===== config.mk =====
export PLATFORM = sky130hd
export DESIGN_NAME = pe_net_interface_flat
export DESIGN_NICKNAME = d
export VERILOG_FILES = /design/src/rtl/ni_pkg.sv /design/src/rtl/pe_net_interface_if.sv /design/src/rtl/ni_sync_fifo.sv /design/src/rtl/pe_net_interface.sv /design/src/flat_wrapper.sv
export SDC_FILE = /design/constraint.sdc
export NUM_CORES = 1
export LEC_CHECK = 0
export ABC_AREA = 1
export CORE_MARGIN = 2
export CORE_UTILIZATION = 45
export DETAILED_ROUTE_END_ITERATION = 10
export PLACE_DENSITY = 0.67
export SLEW_MARGIN = 20
export SYNTH_ARGS = -nofsm -noshare
export SYNTH_HDL_FRONTEND = slang
export SYNTH_SLANG_ARGS = --single-unit

===== constraint.sdc =====
create_clock -name clk -period 10.1 [get_ports clk]
set_clock_uncertainty 0.2 [all_clocks]
set_input_delay 2.02 -clock clk [delete_from_list [all_inputs] [get_ports clk]]
set_output_delay 2.02 -clock clk [all_outputs]
set_load 0.1 [all_outputs]

===== src/rtl/ni_pkg.sv =====
// Shared types and defaults for the PE-side network interface.
// Holds the tx FSM state type and the FIFO occupancy-width helper.
package ni_pkg;

    localparam int PKT_W_DEFAULT = 64;
    localparam int CNT_W_DEFAULT = 16;
    localparam int DEPTH_DEFAULT = 4;

    typedef enum logic [0:0] {
        TX_IDLE = 1'b0,
        TX_SEND = 1'b1
    } tx_state_t;

    // Occupancy needs one bit more than the address so "full" is representable.
    function automatic int fifo_cnt_w(input int depth);
        return $clog2(depth) + 1;
    endfunction

endpackage


===== src/rtl/pe_net_interface_if.sv =====
// Handshake bundle between the network interface, its PE and the router PE port.
// slave is the network-interface side; master is whatever drives it (PE + router).
interface pe_net_interface_if
    import ni_pkg::*;
#(
    parameter int PKT_W = PKT_W_DEFAULT,
    parameter int CNT_W = CNT_W_DEFAULT
) ();

    logic             pe_tx_valid;
    logic [PKT_W-1:0] pe_tx_data;
    logic             pe_tx_ready;
    logic             net_si;
    logic [PKT_W-1:0] net_packet_out;
    logic             net_ri;
    logic             net_so;
    logic [PKT_W-1:0] net_packet_in;
    logic             net_ro;
    logic             pe_rx_valid;
    logic [PKT_W-1:0] pe_rx_data;
    logic             pe_rx_ready;
    logic             clear_cnt;
    logic [CNT_W-1:0] tx_count;
    logic [CNT_W-1:0] rx_count;

    modport master (
        output pe_tx_valid, pe_tx_data, net_ri, net_so, net_packet_in,
               pe_rx_ready, clear_cnt,
        input  pe_tx_ready, net_si, net_packet_out, net_ro, pe_rx_valid,
               pe_rx_data, tx_count, rx_count
    );

    modport slave (
        input  pe_tx_valid, pe_tx_data, net_ri, net_so, net_packet_in,
               pe_rx_ready, clear_cnt,
        output pe_tx_ready, net_si, net_packet_out, net_ro, pe_rx_valid,
               pe_rx_data, tx_count, rx_count
    );

endinterface


===== src/rtl/ni_sync_fifo.sv =====
// Synchronous first-word-fall-through FIFO; pushes while full and pops while
// empty are dropped, storage is not reset (only pointers and occupancy).
module ni_sync_fifo
    import ni_pkg::*;
#(
    parameter int WIDTH = PKT_W_DEFAULT,
    parameter int DEPTH = DEPTH_DEFAULT
) (
    input  logic                         clk,
    input  logic                         reset,
    input  logic                         wr_en,
    input  logic                         rd_en,
    input  logic [WIDTH-1:0]             din,
    output logic [WIDTH-1:0]             dout,
    output logic                         empty,
    output logic                         full,
    output logic [fifo_cnt_w(DEPTH)-1:0] count
);

    localparam int AW = $clog2(DEPTH);
    localparam int CW = fifo_cnt_w(DEPTH);
    localparam logic [CW-1:0] FULL_LVL = CW'(DEPTH);

    logic [WIDTH-1:0] mem [DEPTH];
    logic [AW-1:0]    wr_ptr;
    logic [AW-1:0]    rd_ptr;
    logic [CW-1:0]    level;
    logic             push;
    logic             pop;

    // Push is gated on the registered full flag, so a pop in the same cycle
    // never opens a slot for a write that arrived while full.
    assign full  = (level == FULL_LVL);
    assign empty = (level == '0);
    assign push  = wr_en && !full;
    assign pop   = rd_en && !empty;
    assign dout  = mem[rd_ptr];
    assign count = level;

    always_ff @(posedge clk) begin
        if (!reset) begin
            wr_ptr <= '0;
            rd_ptr <= '0;
            level  <= '0;
        end else begin
            if (push) wr_ptr <= wr_ptr + 1'b1;
            if (pop)  rd_ptr <= rd_ptr + 1'b1;
            case ({push, pop})
                2'b10:   level <= level + 1'b1;
                2'b01:   level <= level - 1'b1;
                default: level <= level;
            endcase
        end
    end

    always_ff @(posedge clk) begin
        if (push) mem[wr_ptr] <= din;
    end

endmodule


===== src/rtl/pe_net_interface.sv =====
// PE-side network interface: tx FIFO + output register toward the router,
// rx FIFO toward the PE, and wrapping delivered/accepted packet counters.
module pe_net_interface
    import ni_pkg::*;
#(
    parameter int PKT_W    = PKT_W_DEFAULT,
    parameter int TX_DEPTH = DEPTH_DEFAULT,
    parameter int RX_DEPTH = DEPTH_DEFAULT,
    parameter int CNT_W    = CNT_W_DEFAULT
) (
    input logic               clk,
    input logic               reset,
    pe_net_interface_if.slave bus
);

    localparam int TX_CW = fifo_cnt_w(TX_DEPTH);
    localparam int RX_CW = fifo_cnt_w(RX_DEPTH);
    localparam logic [TX_CW-1:0] TX_MAX = TX_CW'(TX_DEPTH);
    localparam logic [RX_CW-1:0] RX_MAX = RX_CW'(RX_DEPTH);

    tx_state_t        tx_state;
    tx_state_t        tx_state_nxt;
    logic             tx_pop;
    logic             tx_empty;
    logic             tx_full;
    logic [TX_CW-1:0] tx_level;
    logic [PKT_W-1:0] tx_head;
    logic [PKT_W-1:0] pkt_out_p1;
    logic             delivered;

    logic             rx_empty;
    logic             rx_full;
    logic [RX_CW-1:0] rx_level;
    logic [PKT_W-1:0] rx_head;
    logic             rx_accept;

    logic [CNT_W-1:0] tx_cnt;
    logic [CNT_W-1:0] rx_cnt;

    ni_sync_fifo #(
        .WIDTH (PKT_W),
        .DEPTH (TX_DEPTH)
    ) u_tx_fifo (
        .clk   (clk),
        .reset (reset),
        .wr_en (bus.pe_tx_valid),
        .rd_en (tx_pop),
        .din   (bus.pe_tx_data),
        .dout  (tx_head),
        .empty (tx_empty),
        .full  (tx_full),
        .count (tx_level)
    );

    ni_sync_fifo #(
        .WIDTH (PKT_W),
        .DEPTH (RX_DEPTH)
    ) u_rx_fifo (
        .clk   (clk),
        .reset (reset),
        .wr_en (bus.net_so),
        .rd_en (bus.pe_rx_ready),
        .din   (bus.net_packet_in),
        .dout  (rx_head),
        .empty (rx_empty),
        .full  (rx_full),
        .count (rx_level)
    );

    // Tx FSM: SEND owns the output register; a delivery with more data
    // waiting reloads it in the same edge so net_si never drops between packets.
    always_comb begin
        tx_state_nxt = tx_state;
        tx_pop       = 1'b0;
        case (tx_state)
            TX_IDLE: begin
                if (!tx_empty) begin
                    tx_pop       = 1'b1;
                    tx_state_nxt = TX_SEND;
                end
            end
            TX_SEND: begin
                if (bus.net_ri) begin
                    tx_pop       = !tx_empty;
                    tx_state_nxt = tx_empty ? TX_IDLE : TX_SEND;
                end
            end
            default: tx_state_nxt = TX_IDLE;
        endcase
    end

    always_ff @(posedge clk) begin
        if (!reset) tx_state <= TX_IDLE;
        else        tx_state <= tx_state_nxt;
    end

    // Output register stage (p1): the packet currently offered to the router.
    always_ff @(posedge clk) begin
        if (!reset)      pkt_out_p1 <= '0;
        else if (tx_pop) pkt_out_p1 <= tx_head;
    end

    assign delivered = (tx_state == TX_SEND) && bus.net_ri;
    assign rx_accept = bus.net_so && !rx_full;

    // Clear has priority over a same-cycle increment.
    always_ff @(posedge clk) begin
        if (!reset) begin
            tx_cnt <= '0;
            rx_cnt <= '0;
        end else if (bus.clear_cnt) begin
            tx_cnt <= '0;
            rx_cnt <= '0;
        end else begin
            if (delivered) tx_cnt <= tx_cnt + 1'b1;
            if (rx_accept) rx_cnt <= rx_cnt + 1'b1;
        end
    end

    assign bus.pe_tx_ready    = !tx_full;
    assign bus.net_si         = (tx_state == TX_SEND);
    assign bus.net_packet_out = pkt_out_p1;
    assign bus.net_ro         = !rx_full;
    assign bus.pe_rx_valid    = !rx_empty;
    assign bus.pe_rx_data     = rx_head;
    assign bus.tx_count       = tx_cnt;
    assign bus.rx_count       = rx_cnt;

    a_tx_level: assert property (@(posedge clk) disable iff (!reset) tx_level <= TX_MAX);
    a_rx_level: assert property (@(posedge clk) disable iff (!reset) rx_level <= RX_MAX);

endmodule


===== src/flat_wrapper.sv =====
// flat-port wrapper written by rule: the top's interface ports become plain ports
module pe_net_interface_flat import ni_pkg::*;
#(
    parameter int PKT_W    = PKT_W_DEFAULT,
    parameter int TX_DEPTH = DEPTH_DEFAULT,
    parameter int RX_DEPTH = DEPTH_DEFAULT,
    parameter int CNT_W    = CNT_W_DEFAULT
)
  (clk, reset, bus_pe_tx_valid, bus_pe_tx_data, bus_net_ri, bus_net_so, bus_net_packet_in, bus_pe_rx_ready, bus_clear_cnt, bus_pe_tx_ready, bus_net_si, bus_net_packet_out, bus_net_ro, bus_pe_rx_valid, bus_pe_rx_data, bus_tx_count, bus_rx_count);
  pe_net_interface_if #(.PKT_W(PKT_W), .CNT_W(CNT_W)) bus_i ();
  input logic clk;
  input logic reset;
  input wire logic [$bits(bus_i.pe_tx_valid)-1:0] bus_pe_tx_valid;
  input wire logic [$bits(bus_i.pe_tx_data)-1:0] bus_pe_tx_data;
  input wire logic [$bits(bus_i.net_ri)-1:0] bus_net_ri;
  input wire logic [$bits(bus_i.net_so)-1:0] bus_net_so;
  input wire logic [$bits(bus_i.net_packet_in)-1:0] bus_net_packet_in;
  input wire logic [$bits(bus_i.pe_rx_ready)-1:0] bus_pe_rx_ready;
  input wire logic [$bits(bus_i.clear_cnt)-1:0] bus_clear_cnt;
  output wire logic [$bits(bus_i.pe_tx_ready)-1:0] bus_pe_tx_ready;
  output wire logic [$bits(bus_i.net_si)-1:0] bus_net_si;
  output wire logic [$bits(bus_i.net_packet_out)-1:0] bus_net_packet_out;
  output wire logic [$bits(bus_i.net_ro)-1:0] bus_net_ro;
  output wire logic [$bits(bus_i.pe_rx_valid)-1:0] bus_pe_rx_valid;
  output wire logic [$bits(bus_i.pe_rx_data)-1:0] bus_pe_rx_data;
  output wire logic [$bits(bus_i.tx_count)-1:0] bus_tx_count;
  output wire logic [$bits(bus_i.rx_count)-1:0] bus_rx_count;
  assign bus_i.pe_tx_valid = bus_pe_tx_valid;
  assign bus_i.pe_tx_data = bus_pe_tx_data;
  assign bus_i.net_ri = bus_net_ri;
  assign bus_i.net_so = bus_net_so;
  assign bus_i.net_packet_in = bus_net_packet_in;
  assign bus_i.pe_rx_ready = bus_pe_rx_ready;
  assign bus_i.clear_cnt = bus_clear_cnt;
  assign bus_pe_tx_ready = bus_i.pe_tx_ready;
  assign bus_net_si = bus_i.net_si;
  assign bus_net_packet_out = bus_i.net_packet_out;
  assign bus_net_ro = bus_i.net_ro;
  assign bus_pe_rx_valid = bus_i.pe_rx_valid;
  assign bus_pe_rx_data = bus_i.pe_rx_data;
  assign bus_tx_count = bus_i.tx_count;
  assign bus_rx_count = bus_i.rx_count;
  pe_net_interface #(.PKT_W(PKT_W), .TX_DEPTH(TX_DEPTH), .RX_DEPTH(RX_DEPTH), .CNT_W(CNT_W)) u_core (.clk(clk), .reset(reset), .bus(bus_i));
endmodule

# Word level (Yosys, flattened, before mapping)
# Memories as Yosys holds them, arrays and structs flattened. A register that Yosys moved wholly into a read port is not among the register bits.
# Cells that the tools add are included.
[op_classes]
addsub = 10
n_eq_ne = 6
n_mux = 13
bitwise = 2
reduce_logical = 15
[ops]
columns = ["cell", "count"]
rows = [
  ["adder 16 x 1 -> 16 bit (second input constant)", 2],
  ["case mux 3 bit (2 select lines)", 2],
  ["adder 2 x 1 -> 2 bit (second input constant)", 4],
  ["two-way mux 1 bit", 7],
  ["adder 3 x 1 -> 3 bit (second input constant)", 2],
  ["== test 3 bit (second input constant)", 2],
  ["logical NOT 3 bit", 2],
  ["subtractor 3 x 1 -> 3 bit (second input constant)", 2],
  ["logical AND 1 bit", 5],
  ["logical NOT 1 bit", 5],
  ["== test 2 x 1 -> 1 bit (second input constant)", 2],
  ["== test 2 bit (second input constant)", 2],
  ["two-way mux 2 bit", 2],
  ["case mux 1 bit (2 select lines)", 2],
  ["nonzero test 2 bit", 2],
  ["NOT 1 bit", 2],
  ["OR reduction 2 bit", 1],
]
[totals]
register_bits = 47
ramBits = 512
inputBits = 135
output_inout_bits = 164
word_cells = 57
mem_count = 2
[mem_list]
columns = ["name", "words", "width", "read_ports", "rd_clocked_by_memory_dff", "wr", "line_no", "rtl"]
rows = [
  ["u_core.u_rx_fifo.mem", 4, 64, 1, 1, 1, "ni_sync_fifo.sv:24", "logic [WIDTH-1:0] mem [DEPTH];"],
  ["u_core.u_tx_fifo.mem", 4, 64, 1, 1, 1, "ni_sync_fifo.sv:24", ""],
]

# Logic depth before layout (Yosys ltp)
[depth]
depth_word = 7
depth_mapped = 13
depth_no_buf = 11

# Modules after synthesis
# A second synthesis with hierarchy kept.
[hier_totals]
hier_cells = 1903
area_unflattened_um2 = 23767.8
[modules_own_cells]
columns = ["module", "instances", "cells_each", "area_each_um2", "seq_area_each_um2"]
rows = [
  ["ni_sync_fifo", 2, 689, 9979.6, 7867.5],
  ["pe_net_interface", 1, 525, 3808.7, 1941.9],
]

# Worst setup path before layout
# Ideal clock, no wire load.
[synth_timing]
kind = "input port to flip-flop"
from = "in bus_net_so"
to = "mem u_core.u_rx_fifo.mem[0][0] in the netlist's numbering (enable)"
setup_ns = 0.486
arrival_time_ns = 5.044
required_ns = 9.414
path_slack_ns = 4.370
stages = 3
path_buffers = 1
path_cell_list = "nand2_2 buf_2 nor2_1"
[synth_via]
elab_chain_len = 3
[synth_rtl]
columns = ["element", "line_no", "rtl"]
rows = [
  ["start: declaration", "flat_wrapper.sv:16", "input wire logic [$bits(bus_i.net_so)-1:0] bus_net_so;"],
  ["logical AND 1 bit", "ni_sync_fifo.sv:35", "assign push = wr_en && !full;"],
  ["two-way mux 1 bit", "ni_sync_fifo.sv:57", "if (push) mem[wr_ptr] <= din;"],
  ["two-way mux 1 bit (not written as such)", "ni_sync_fifo.sv:57", ""],
  ["end: declaration", "ni_sync_fifo.sv:24", ""],
]
# Every way passes these cells.

==> impl_metrics.ini <==
[status]
status = complete, no violations

[logic_synthesis]
ys_warn_count = 0
synth_seq_area_share = 0.750
syn-num-nets = 2023
synth_top_area_frac = 0.654
synthCells = 1874
syn_avg_cell_area_sq_um = 12.5
synth_seq_cells = 625
yosys.cell_types.count = 30
synth.largest_area_cell = edfxtp_1
synthTopCellsByArea = edfxtp_1 65%, dfxtp_1 9.6%, nor2_1 7.0%
syn_area_sq_um = 23500

[global_route]
grt_pass1_vias = 15400
grt_max_degree = 96
grt-ovfl-total = 0
grt_pass1_wl_mm = 84.4
grt_util_all_layers = 0.200
antenna_found_initial = 11

[sta]
setup-tns-final_ns = 0
finalSetupViolations = 0
final_max_slew_viol_count = 0
final.min_clock_period_ns = 6.06
tightest_slew_ns = 1.17
rsz0062_at_grt = false
hold_violations = 0
final.setup.worst_slack_ns = 4.04
max_freq_mhz = 165
min_period_over_period = 0.600
slew_headroom = 0.214

[clocking]
cts_made_buffers = 66
clock-sinks = 625
clkTransAtPathRegs_ns = 0.06
cts_hold_buffers = 0
cts_buffer_depth = 3
root_buffer = clkbuf_16
cts_resized = 0
post_cts_buffers = 0
clk_latency_ns = 0.60
htree_levels = 3
tritoncts = yes

[detailed_routing]
first_iter_violations = 1021
vias = 15400
routed_wl_mm = 54.8
vias_per_cell = 5.33
first_pass_iters = 5
drtAntennaViolNets = 0
drc = 0
wire_per_inst_um = 19.0

[power]
ir_drop_v = 0.000219
seqPwrFrac = 0.357
clkPwrFrac = 0.259
p_int_mw = 5.29
p_per_area_nw_per_um2 = 314
power_frac_comb = 0.384
power.total_mw = 9.16
p_sw_frac = 0.422
power.leakage_nw = 9.84
p_switching_mw = 3.86

[critical_path]
r2r-start = u_core.u_tx_fifo.count[1]
crit_arrival_ns = 3.84
critPathMaxFanout = 90
end_kind = output pin
cp_data_required_time_ns = 7.88
worstSetupStartpointType = flop
worstSetupPathType = flop to output pin

[run]
drv_cap = 0

[finish]
mostFrequentLayoutCells = 512 x edfxtp_1, 429 x nor2_1, 297 x clkdlybuf4s50_1
area_growth_pct = 24.1
finish.net_count = 2299
fillers = 4136
mostFrequentLayoutCell = edfxtp_1
drive_above_1_share = 0.0690
instances_no_fill = 2887
fin_area_sq_um = 29200

[die]
dieHeight_um = 233
core_sq_um = 51500
dieArea_sq_um = 54100
start_util = 0.456
fp-row-count = 83
io_pins = 299
die_x_um = 233

[worst_hold_path]
hold_class = flop to flop
holdCritStartpoint = u_core.u_rx_fifo.rd_ptr[1]

[placement]
dp.cells = 2762
dp_slack_ns = 4.62
gp_congestion = 0.801
dpl_cell_area_sq_um = 27000
portBuffers = 298
dp.final_hpwl_mm = 30.9
cells in the mapped netlist, drive strengths merged:
| cell | instances |
|---|---|
| nor2 | 444 |
| ha | 12 |
| a211oi | 1 |
| nand3b | 1 |
| nand3 | 21 |
| a21boi | 1 |
| dfxtp | 113 |
| o21ai | 350 |
| o22ai | 128 |
| and3 | 2 |
| inv | 69 |
| buf | 48 |
| fa | 2 |
| o21bai | 2 |
| nand4 | 4 |
| nand2 | 66 |
| a21oi | 27 |
| edfxtp | 512 |
| nor3 | 10 |
| clkbuf | 61 |
registers in the layout (all words and copies together), names as in the netlist, named ones only:
name and flops:
u_core.bus.rx_count 16, u_core.bus.net_si 1, u_core.u_tx_fifo.rd_ptr 2, u_core.u_tx_fifo.mem 256, u_core.u_tx_fifo.wr_ptr 2, u_core.u_rx_fifo.count 3
u_core.u_rx_fifo.mem 256, u_core.u_tx_fifo.count 3, u_core.u_rx_fifo.rd_ptr 2, u_core.bus.net_packet_out 64, u_core.u_rx_fifo.wr_ptr 2, u_core.bus.tx_count 16
power groups by stage:
stage          logic (mW)  registers (mW)  clock network (mW)
6_report             3.52            3.27                2.37
5_1_grt              3.72            3.30                2.52
4_1_cts              3.55            3.27                2.42
3_5_place_dp         3.54            3.32                   0
3_3_place_gp         3.49            3.31                   0
2_1_floorplan        2.04            3.95                   0
layout make-up:
| class | count | area (sq um) | area share |
|---|---|---|---|
| timing repair buffer | 317 | 3120 | 0.107 |
| antenna | 3 | 7.51 | 0.000257 |
| multi-input combinational | 1071 | 5120 | 0.176 |
| tap | 680 | 851 | 0.0292 |
| clock inverter | 31 | 240 | 0.00823 |
| inverter | 69 | 263 | 0.00901 |
| sequential | 625 | 17600 | 0.605 |
| clock buffer | 91 | 1920 | 0.0659 |
metrics by stage:
stage | utilization | hold slack (ns)
6_report | 0.566 | 0.268
5_1_grt | 0.566 | 0.325
4_1_cts | 0.566 | 0.274
3_5_place_dp | 0.524 | 0.263
3_3_place_gp | 0.524 | 0.244
2_1_floorplan | - | 0.242
per-layer routing:
layer  track usage  vias to the layer above  part of all wire
met5             0                        -            0.0020
met4        0.0766                       16             0.026
met3        0.0555                      103             0.074
met2         0.338                      464              0.49
met1         0.245                     7498              0.41
li1              -                     7310                 -
worst paths after layout:
path / cells after the start / slack, ns / endpoint
max reg2reg: 11 / 6.98 / u_core.u_tx_fifo.count[1]
max: 5 / 4.04 / bus_pe_rx_data[59]
min reg2reg: 2 / 0.27 / flop
min: 2 / 0.27 / flop
critical path: stages, from the launching register on:
cell and delay [ns]:
dfxtp_4 0.45, clkinv_2 0.39, buf_4 0.75, o21ai_0 0.19
o22ai_1 0.18, clkdlybuf4s50_1 1.22
logic make-up after synthesis:
family | share of synthesized area
adder cells (fa/ha/maj) | 0.00809
buffers and inverters | 0.0346
flip-flops | 0.750
AND/OR/NAND/NOR | 0.0911
AO/OA/AOI/OAI | 0.116
Power figures use the tool's default switching activity.
